$ cat src/rtl/mem_access_unit.sv
// Memory-stage load/store engine: turns byte/half/word accesses into word-aligned
// valid/ready requests with strobes. Optional macro: MEM_ACCESS_MISALIGN_FLAG_EN.
module mem_access_unit #(
  parameter int WIDTH = 32
) (
  input  logic             clk,
  input  logic             rst,
  input  logic             mem_write_m,
  input  logic [1:0]       result_src_m,
  input  logic [WIDTH-1:0] alu_result_m,
  input  logic [WIDTH-1:0] write_data_m,
  input  logic [2:0]       funct3_m,
  output logic             stall_m,
  output logic [WIDTH-1:0] read_data_m,
  output logic             misaligned_m,
  output logic             dmem_req_valid,
  input  logic             dmem_req_ready,
  output logic             dmem_we,
  output logic [WIDTH-1:0] dmem_addr,
  output logic [WIDTH-1:0] dmem_wdata,
  output logic [3:0]       dmem_wstrb,
  input  logic             dmem_resp_valid,
  input  logic [WIDTH-1:0] dmem_resp_rdata
);

  typedef enum logic [1:0] {S_IDLE, S_REQ, S_WAIT, S_DONE} state_t;

  state_t     state;
  logic [1:0] off_q;
  logic [2:0] funct3_q;

  logic             access_pending;
  logic             flag_fault;
  logic [WIDTH-1:0] st_wdata;
  logic [3:0]       st_wstrb;
  logic [7:0]       ld_byte;
  logic [15:0]      ld_half;
  logic [WIDTH-1:0] load_ext;

  assign access_pending = mem_write_m | (result_src_m == 2'b01);

`ifdef MEM_ACCESS_MISALIGN_FLAG_EN
  logic misaligned_c;
  assign misaligned_c = ((funct3_m[1:0] == 2'b01) && alu_result_m[0]) ||
                        (funct3_m[1] && (alu_result_m[1:0] != 2'b00));
  assign flag_fault   = access_pending && misaligned_c;
`else
  // Without the flag, low address bits below the access size are simply dropped.
  assign flag_fault   = 1'b0;
`endif

  // Held low while rst is high so the output shows its reset value even if an access is pending.
  assign stall_m = !rst && (((state == S_IDLE) && access_pending) ||
                            (state == S_REQ) || (state == S_WAIT));

  // NOTE: every always_comb output gets a default first, so no path can infer a latch.
  always_comb begin
    st_wdata = write_data_m;
    st_wstrb = 4'b1111;
    case (funct3_m[1:0])
      2'b00: begin
        st_wdata = {4{write_data_m[7:0]}};
        st_wstrb = 4'b0001 << alu_result_m[1:0];
      end
      2'b01: begin
        st_wdata = {2{write_data_m[15:0]}};
        st_wstrb = 4'b0011 << {alu_result_m[1], 1'b0};
      end
      default: ;
    endcase
  end

  always_comb begin
    ld_byte  = dmem_resp_rdata[7:0];
    case (off_q)
      2'b01:   ld_byte = dmem_resp_rdata[15:8];
      2'b10:   ld_byte = dmem_resp_rdata[23:16];
      2'b11:   ld_byte = dmem_resp_rdata[31:24];
      default: ;
    endcase
    ld_half  = off_q[1] ? dmem_resp_rdata[31:16] : dmem_resp_rdata[15:0];
    load_ext = dmem_resp_rdata;
    case (funct3_q[1:0])
      2'b00:   load_ext = {{24{~funct3_q[2] & ld_byte[7]}}, ld_byte};
      2'b01:   load_ext = {{16{~funct3_q[2] & ld_half[15]}}, ld_half};
      default: ;
    endcase
  end

  // NOTE: sequential state uses non-blocking assignments so all registers update together.
  always_ff @(posedge clk or posedge rst) begin
    if (rst) begin
      state          <= S_IDLE;
      off_q          <= 2'b00;
      funct3_q       <= 3'b000;
      read_data_m    <= '0;
      misaligned_m   <= 1'b0;
      dmem_req_valid <= 1'b0;
      dmem_we        <= 1'b0;
      dmem_addr      <= '0;
      dmem_wdata     <= '0;
      dmem_wstrb     <= 4'b0000;
    end else begin
      misaligned_m <= 1'b0;
      case (state)
        S_IDLE: begin
          if (flag_fault) begin
            state        <= S_DONE;
            misaligned_m <= 1'b1;
            if (!mem_write_m) read_data_m <= '0;
          end else if (access_pending) begin
            state          <= S_REQ;
            dmem_req_valid <= 1'b1;
            dmem_we        <= mem_write_m;
            dmem_addr      <= {alu_result_m[WIDTH-1:2], 2'b00};
            dmem_wdata     <= st_wdata;
            dmem_wstrb     <= mem_write_m ? st_wstrb : 4'b0000;
            funct3_q       <= funct3_m;
            off_q          <= alu_result_m[1:0];
          end
        end
        S_REQ: begin
          if (dmem_req_ready) begin
            dmem_req_valid <= 1'b0;
            state          <= S_WAIT;
          end
        end
        S_WAIT: begin
          if (dmem_resp_valid) begin
            if (!dmem_we) read_data_m <= load_ext;
            state <= S_DONE;
          end
        end
        default: state <= S_IDLE;
      endcase
    end
  end

endmodule

$ cat config.mk
export PLATFORM = sky130hd
export DESIGN_NAME = mem_access_unit
export DESIGN_NICKNAME = d
export VERILOG_FILES = /design/src/rtl/mem_access_unit.sv
export SDC_FILE = /design/constraint.sdc
export NUM_CORES = 1
export LEC_CHECK = 0
export ABC_AREA = 1
export CORE_MARGIN = 8
export CORE_UTILIZATION = 40
export DETAILED_ROUTE_END_ITERATION = 10
export HOLD_SLACK_MARGIN = 0.03
export PLACE_DENSITY = 0.75
export RECOVER_POWER = 100
export REMOVE_ABC_BUFFERS = 1
export SYNTH_ARGS = -nofsm -noshare
export SYNTH_HDL_FRONTEND = slang
export SYNTH_SLANG_ARGS = --single-unit
$ cat constraint.sdc
create_clock -name clk -period 8.5 [get_ports clk]
set_input_delay 1.7 -clock clk [delete_from_list [all_inputs] [get_ports clk]]
set_output_delay 1.7 -clock clk [all_outputs]
set_load 0.005 [all_outputs]
After elaboration in Yosys (flattened, before gate mapping) --
Index checks and enable logic that the tools add are counted.
Cells by class: equal/unequal tests 11, shifts and indexed selects 2, mux-type cells 13, bitwise gates (word level) 5, reduce and logical (&&, ||, !) cells 13
Operators with widths (count):
- case mux 32 bit (2 select lines) | 2
- case mux 8 bit (3 select lines) | 1
- two-way mux 16 bit | 1
- == test 2 x 1 -> 1 bit (second input constant) | 5
- AND reduction 3 bit | 3
- case mux 4 bit (2 select lines) | 1
- == test 2 bit (second input constant) | 3
- logical NOT 2 bit | 3
- two-way mux 2 bit | 3
- != test 2 bit (second input constant) | 3
- case mux 2 bit (3 select lines) | 1
- two-way mux 4 bit | 1
- << shifter 1 x 2 -> 4 bit (first input constant) | 1
- << shifter 2 x 2 -> 4 bit (first input constant) | 1
- AND 1 bit | 2
- logical AND 1 bit | 2
- logical OR 1 bit | 2
- two-way mux 1 bit | 2
- NOT 1 bit | 2
- case mux 1 bit (2 select lines) | 1
- AND reduction 2 bit | 1
- nonzero test 2 bit | 1
- logical NOT 1 bit | 1
- OR 1 bit | 1
Storage, ports and cells: flip-flop bits (word level) 107, input bits 106, output and inout bits 104, word-level logic and storage cells 53

Depth between registers and ports, before layout --
Gate-level depths: netlist (run 1).
depth in word-level cells 6, depth in mapped cells 9, depth with buffers taken out 9

Worst setup path after synthesis (run 1) --
Ideal clock, no wire load.
kind input port to output port, from in result_src_m[0], to out stall_m, arrival 2.296 ns, data required time 6.800 ns, path slack 4.504 ns, stages 5, path buffers 1, path through inv_1 -> o21bai_2 -> nand2_2 -> buf_2 -> a31oi_1
On the way: cells in the longest elaborated chain, start to end 6
Ends and longest elaborated chain:
- from (decl) | RTL line 9 | input logic [1:0] result_src_m,
- == test 2 x 1 -> 1 bit | RTL line 40 | assign access_pending = mem_write_m | (result_src_m == 2'b01);
- OR 1 bit | RTL line 40
- logical AND 1 bit | RTL line 53 | assign stall_m = !rst && (((state == S_IDLE) && access_pending) ||
- logical OR 1 bit | RTL line 53
- logical OR 1 bit | RTL line 54 | (state == S_REQ) || (state == S_WAIT));
- logical AND 1 bit | RTL line 53
- to (decl) | RTL line 13 | output logic stall_m,
No other way between the ends.

Final worst setup path (run 1) --
Same ends and word-level chain as after synthesis.

==> impl_summary.txt, run 1 <==
----------------------------------------------------
[Drt]
  Number of vias per cell ... 4.847
  Antenna Nets Post-Route ... 0
  Routed len/inst ... about 16 um
  Final wirelength ... between 15 and 20 mm
  Drt first pass iters ... 5
  Vias ... 4,988
  Iteration-0 DRC Markers ... 266
  Number of design rule violations left after detail routing ... 0

[Floorplanning]
  Die span in x ... roughly 130 um
  Initial core utilization ... about two fifths
  Die area ... 17,050 um^2
  Floorplan row count ... 42
  Die span in y ... 130.6 um
  Area of the core ... 13,030 um^2
  IO Pins ... 210

[Global route]
  Overall global routing resource usage ... about 20%
  Initial antenna violation count ... 1
  Global-route wire length before repair ... around 26 mm
  Overflow left after global routing ... 0
  Largest net degree at the start of global routing ... 81
  Number of global-route vias before repair ... 5,057

[Placed design]
  Count of buffers from port buffering ... just over 200
  Global placer's final weighted congestion ... between 0.8 and 0.9
  Inst Count DP ... just over 1,000
  Sum of net half-perimeters after detailed placement ... around 12 mm
  Post-Place Cell Area ... 7345 um^2
  Pre-CTS setup slack ... 3.723 ns

[Clocking]
  TritonCTS clock tree ... built
  Number of levels in the clock H-tree ... 3
  Buffers from clock root to sink, at most ... 2
  Post_cts resized ... 0
  Number of buffers inserted to repair setup after CTS ... 0
  Num Clock Sinks ... roughly 110
  Clock latency on the worst-skew pair ... 0.35 ns
  Number of clock buffers inserted by TritonCTS ... 9
  Hold_buf cts ... 0
  Buffer cell driving the clock tree root ... sky130_fd_sc_hd__clkbuf_16
  Clock-pin slew reported for the worst setup and hold paths after clock tree synthesis ... 0.07 ns

[Layout]
  Leading cell type in the layout, fill and taps excluded ... sky130_fd_sc_hd__nand2_1
  Number of cells in the finished layout apart from fillers ... just over 1,000
  Total Nets Final ... 956
  Most frequent cells in the layout ... 269 x sky130_fd_sc_hd__nand2_1, 107 x sky130_fd_sc_hd__dfrtp_1, 106 x sky130_fd_sc_hd__dlygate4sd3_1, 100 x sky130_fd_sc_hd__clkdlybuf4s50_1, 56 x sky130_fd_sc_hd__a21oi_1
  Synth-to-layout area growth ... 46.16%
  Cell area after layout ... around 7700 um^2
  Fraction of layout cells with a size suffix above 1 ... approximately 7.0%
  Final core utilization ... 58.88%

[Synth]
  Synth warnings ... 0
  Register bit count reported by yosys ... 107
  Cells after synthesis ... 662
  Post-synthesis cell type count ... 29
  Average footprint of a synthesized cell ... 7.931 um^2
  Sequential fraction of the synthesis area ... 51.00%
  Area of the mapped netlist ... 5250 um^2

[STA]
  Total Neg Setup Slack ... 0 ns
  Tmin final ... 4.960 ns
  Fin crit share ... 58.35%
  Final hold violations ... 0
  Smallest setup slack after layout ... 3.540 ns
  Worst-margin pin slew ... 1.828 ns
  Clock skew after layout ... 0.006365 ns
  Maximum clock frequency ... roughly 0.20 GHz
  Final number of setup-violating endpoints ... 0
  Number of pins exceeding their max-slew limit in the final report ... 141
  Relative slew slack ... -21.89%
  RSZ-0062 raised after global routing ... false

[Worst setup path]
  Required time at the endpoint of the critical path ... around 6.8 ns
  Sort of element at the end of the critical path ... primary output
  R2r worst-path depth ... 8
  Crit-path max FO ... 2
  CP arrival ... 3.26 ns
  Worst setup SP type ... input port
  Setup Crit Path Kind ... in2out

[Status]
  Violated checks ... max-capacitance violations, max-slew violations
  Run status ... complete, but fails checks

[Pwr]
  Static leakage ... between 0.003 and 0.004 uW
  Pwr Density ... 333.3 nW/um^2
  Peak supply drop ... 0.0001526 V

[Hold path]
  Number of cells on the worst hold path ... 2
  Class of the tightest hold or removal check ... reg2reg

[Flow run]
  Number of max-cap violations ... 3

----------------------------------------------------
[power breakdown]
part	total (uW)	internal [uW]	switching, uW
clock network	488	297	191
registers	899	756	143
logic	1170	576	594
[stage by stage]
stage	power, uW	hold WS, ns
after detailed placement	2186	0.4636
after CTS	2689	0.4839
after global routing	2778	0.4998
after floorplan	1465	0.4675
final	2558	0.4769
after global placement	2165	0.4614
[logic make-up (layout without fill, tap and decap cells)]
kind of cell	count (synthesis)	count (layout)	share of synthesized area [%]
buffers and inverters	85	273	7.793
flip-flops	107	107	51.00
AO/OA/AOI/OAI	115	115	11.68
adder cells (fa/ha/maj)	3	3	0.7150
other	1	4	0.07143
AND/OR/NAND/NOR	351	351	28.74
[critical path, stage by stage]
cell	delay (ns)
sky130_fd_sc_hd__dlygate4sd3_1	0.52
sky130_fd_sc_hd__inv_1	0.04
sky130_fd_sc_hd__o21bai_1	0.20
sky130_fd_sc_hd__nand2_2	0.09
sky130_fd_sc_hd__a31oi_1	0.13
sky130_fd_sc_hd__dlygate4sd3_1	0.59
[synth_stat cells]
cell type	instances	area, um^2
sky130_fd_sc_hd__inv_2	2	7.510
sky130_fd_sc_hd__or2_2	18	112.6
sky130_fd_sc_hd__o21ai_0	37	185.2
sky130_fd_sc_hd__buf_1	4	15.01
sky130_fd_sc_hd__dfrtp_1	107	2678
sky130_fd_sc_hd__clkinv_1	1	3.750
sky130_fd_sc_hd__a31oi_1	18	112.6
sky130_fd_sc_hd__a21oi_1	56	280.3
sky130_fd_sc_hd__a21oi_2	1	8.760
sky130_fd_sc_hd__nor2_1	25	93.84
sky130_fd_sc_hd__buf_6	4	45.04
sky130_fd_sc_hd__nand2_1	269	1010
sky130_fd_sc_hd__nand3_4	2	35.03
sky130_fd_sc_hd__buf_2	17	85.08
sky130_fd_sc_hd__nor2_2	2	12.51
sky130_fd_sc_hd__buf_4	4	30.03
sky130_fd_sc_hd__nand2_2	3	18.77
sky130_fd_sc_hd__nor2_4	1	11.26
sky130_fd_sc_hd__clkinv_2	1	5.000
sky130_fd_sc_hd__ha_1	3	37.54
sky130_fd_sc_hd__o21bai_1	1	7.510
sky130_fd_sc_hd__o21bai_2	1	11.26
sky130_fd_sc_hd__clkbuf_1	8	30.03
sky130_fd_sc_hd__inv_1	42	157.7
sky130_fd_sc_hd__buf_8	2	30.03
sky130_fd_sc_hd__nand3_1	19	95.09
sky130_fd_sc_hd__conb_1	1	3.750
sky130_fd_sc_hd__a22oi_1	1	7.510
sky130_fd_sc_hd__nand3_2	12	120.1
[area by class of cell]
| type | count | area, um^2 |
|---|---|---|
| Antenna cell | 1 | 2.502 |
| Clock buffer | 10 | 239.0 |
| Clock inverter | 6 | 112.6 |
| Fill cell | 1231 | 5359 |
| Inverter | 46 | 175.2 |
| Multi-Input combinational cell | 472 | 2155 |
| Sequential cell | 107 | 2678 |
| Tap cell | 176 | 220.2 |
| Timing Repair Buffer | 211 | 2092 |
[registers in the layout, indices dropped and copies added (netlist names)]
name	count
state	2
read_data_m	32
dmem_wstrb	4
dmem_wdata	32
dmem_req_valid	1
off_q	2
funct3_q	3
dmem_addr	30
dmem_we	1
[routing by layer]
layer	vias up	routed length (um)	track usage (%)
li1	2461	-	-
met1	2303	6588	24.06
met2	208	7313	29.95
met3	16	2367	10.31
met4	0	250	6.009
met5	-	0	0
[final timing paths]
check | startpoint | endpoint | slack [ns]
max | result_src_m[0] | stall_m | 3.54
min | dmem_addr[11]$_DFFE_PP0P_ | dmem_addr[11]$_DFFE_PP0P_ | 0.48
max reg2reg | state[0]$_DFFE_PP0P_ | read_data_m[16]$_DFFE_PP0P_ | 4.91
min reg2reg | dmem_addr[11]$_DFFE_PP0P_ | dmem_addr[11]$_DFFE_PP0P_ | 0.48
max in group asynchronous | rst | dmem_addr[30]$_DFFE_PP0P_ | 4.68
min in group asynchronous | rst | state[0]$_DFFE_PP0P_ | 2.26
(Power assumes the default switching activity.)
==> run 2: changes to the inputs <==
- clock period: 8.5 -> 4.95 ns (I/O delays scaled with it)
==> run 2 against run 1 <==
Net effect:
- the run still ends with max-capacitance violations, max-slew violations left
- hold slack worse by 0.0036 ns
- largest power group unchanged
- critical path depth up 2
- highest routed layer is now met5
- largest cell class unchanged
- clock power up 81%
==> impl_summary.txt, run 2 (synthesis gave the netlist of run 1 again) <==
----------------------------------------------------
[Status]
  Run status ... complete, but fails checks
  Violated checks ... max-capacitance violations, max-slew violations

[Floorplanning]
  Area of the core ... ~13,000 um^2
  Floorplan row count ... 42
  Initial core utilization ... 40.28%
  IO Pins ... 210
  Die span in x ... 130.6 um
  Die span in y ... around 130 um
  Die area ... between 15,000 and 20,000 um^2

[Placed design]
  Count of buffers from port buffering ... 206
  Global placer's final weighted congestion ... 0.8530
  Sum of net half-perimeters after detailed placement ... ~12 mm
  Pre-CTS setup slack ... 1.542 ns

[Clocking]
  Buffer cell driving the clock tree root ... sky130_fd_sc_hd__clkbuf_16
  TritonCTS clock tree ... built
  Post_cts resized ... 0
  Number of buffers inserted to repair setup after CTS ... 0
  Num Clock Sinks ... 107
  Number of levels in the clock H-tree ... 3
  Clock latency on the worst-skew pair ... 0.35 ns
  Hold_buf cts ... 0
  Clock-pin slew reported for the worst setup and hold paths after clock tree synthesis ... about 0.07 ns
  Number of clock buffers inserted by TritonCTS ... 9
  Buffers from clock root to sink, at most ... 2

[Pwr]
  Peak supply drop ... 0.0002213 V
  Pwr Density ... 577.2 nW/um^2
  Static leakage ... 0.003727 uW

[Drt]
  Final wirelength ... roughly 17 mm
  Antenna Nets Post-Route ... 0
  Number of design rule violations left after detail routing ... 0
  Vias ... 5,083
  Routed len/inst ... 16.36 um
  Drt first pass iters ... 5
  Iteration-0 DRC Markers ... 328
  Number of vias per cell ... 4.940

[STA]
  Maximum clock frequency ... ~0.26 GHz
  Final number of setup-violating endpoints ... 0
  Total Neg Setup Slack ... 0 ns
  Smallest setup slack after layout ... 1.113 ns
  Fin crit share ... 77.52%
  Final hold violations ... 0
  Clock skew after layout ... 0.008307 ns
  Relative slew slack ... -95.58%
  Worst-margin pin slew ... just under 3 ns
  Number of pins exceeding their max-slew limit in the final report ... 67
  Tmin final ... 3.837 ns
  RSZ-0062 raised after global routing ... false

[Worst setup path]
  Beginning of the worst register-to-register path ... state[0]$_DFFE_PP0P_
  Required time at the endpoint of the critical path ... 5.13 ns
  Sort of element at the end of the critical path ... flop
  CP arrival ... 4.02 ns
  Crit-path max FO ... 80
  R2r worst-path depth ... 7
  Worst-case register-to-register setup slack ... 1.71 ns
  Setup Crit Path Kind ... in2reg
  Worst setup SP type ... input port
  Worst reg2reg endpoint ... dmem_wdata[23]$_DFFE_PP0P_

[Layout]
  Register cell area after layout ... between 2000 and 3000 um^2
  Fraction of layout cells with a size suffix above 1 ... between 7 and 8%
  Leading cell type in the layout, fill and taps excluded ... sky130_fd_sc_hd__nand2_1
  Synth-to-layout area growth ... 46.59%
  Registers with the highest flip-flop counts ... dmem_wdata x32, read_data_m x32, dmem_addr x30
  Number of diodes added for antenna fixing ... 0
  Multi-input combinational cell area ... between 2000 and 2500 um^2
  Number of fill cells in the layout ... approximately 1,200
  Total Nets Final ... 957
  Most frequent cells in the layout ... 269 x sky130_fd_sc_hd__nand2_1, 107 x sky130_fd_sc_hd__dfrtp_1, 105 x sky130_fd_sc_hd__dlygate4sd3_1, 101 x sky130_fd_sc_hd__clkdlybuf4s50_1, 56 x sky130_fd_sc_hd__a21oi_1

[Hold path]
  Class of the tightest hold or removal check ... reg2reg
  Number of cells on the worst hold path ... 2
  Endpoint of the worst hold path ... dmem_addr[4]$_DFFE_PP0P_
  Min-Delay Startpoint ... dmem_addr[4]$_DFFE_PP0P_

[Global route]
  Initial antenna violation count ... 1
  Number of global-route vias before repair ... 5,188
  Overflow left after global routing ... 0
  Largest net degree at the start of global routing ... 81
  Overall global routing resource usage ... 20.40%
  Global-route wire length before repair ... roughly 27 mm

[Flow run]
  Number of max-cap violations ... 1

----------------------------------------------------
-- run 2: report_power, final --
part | switching, uW | internal [uW]
Combinational | 1020 | 986
Clock | 336 | 548
Sequential | 252 | 1300
Total | 1610 | 2830
-- run 2: cell type report --
type	instances	share of cell area, %
Inverter	46	2.276
Multi-Input combinational cell	472	28.00
Tap cell	176	2.861
Clock inverter	6	1.788
Clock buffer	10	2.975
Sequential cell	107	34.79
Timing Repair Buffer	212	27.31
-- run 2: how the worst max path moves through the flow --
stage / end / start / slack, ns
6_report: dmem_wdata[23]$_DFFE_PP0P_ / result_src_m[0] / 1.11
5_1_grt: dmem_we$_DFFE_PP0P_ / result_src_m[0] / 0.78
4_1_cts: stall_m / result_src_m[0] / 1.60
3_5_place_dp: dmem_wdata[10]$_DFFE_PP0P_ / mem_write_m / 1.54
3_3_place_gp: dmem_wdata[23]$_DFFE_PP0P_ / mem_write_m / 1.56
2_1_floorplan: dmem_addr[10]$_DFFE_PP0P_ / rst / 1.14
-- run 2: metrics by stage --
step	total power, uW	instances	hold WS (ns)	util, %	area, um^2
final	4442	1029	0.4732	59.05	7696
after global routing	4820	1029	0.4963	59.05	7696
after CTS	4664	1029	0.4825	59.23	7719
after detailed placement	3752	1013	0.4644	56.41	7352
after global placement	3720	1013	0.4616	56.41	7352
after floorplan	2516	625	0.4675	-	5022
-- run 2: worst max-delay path, stage by stage --
cell                            delay (ns)
sky130_fd_sc_hd__dlygate4sd3_1        0.55
sky130_fd_sc_hd__inv_1                0.06
sky130_fd_sc_hd__o21bai_1             0.08
sky130_fd_sc_hd__nand2_2              0.07
sky130_fd_sc_hd__clkbuf_2             1.05
sky130_fd_sc_hd__inv_2                0.79
sky130_fd_sc_hd__nor2_1               0.25
sky130_fd_sc_hd__a31oi_1              0.06
-- run 2: routing by layer --
layer	GRT usage (%)	wire length (um)
met1	24.39	6856
met2	31.95	7514
met3	9.375	2216
met4	6.820	235
met5	0	11
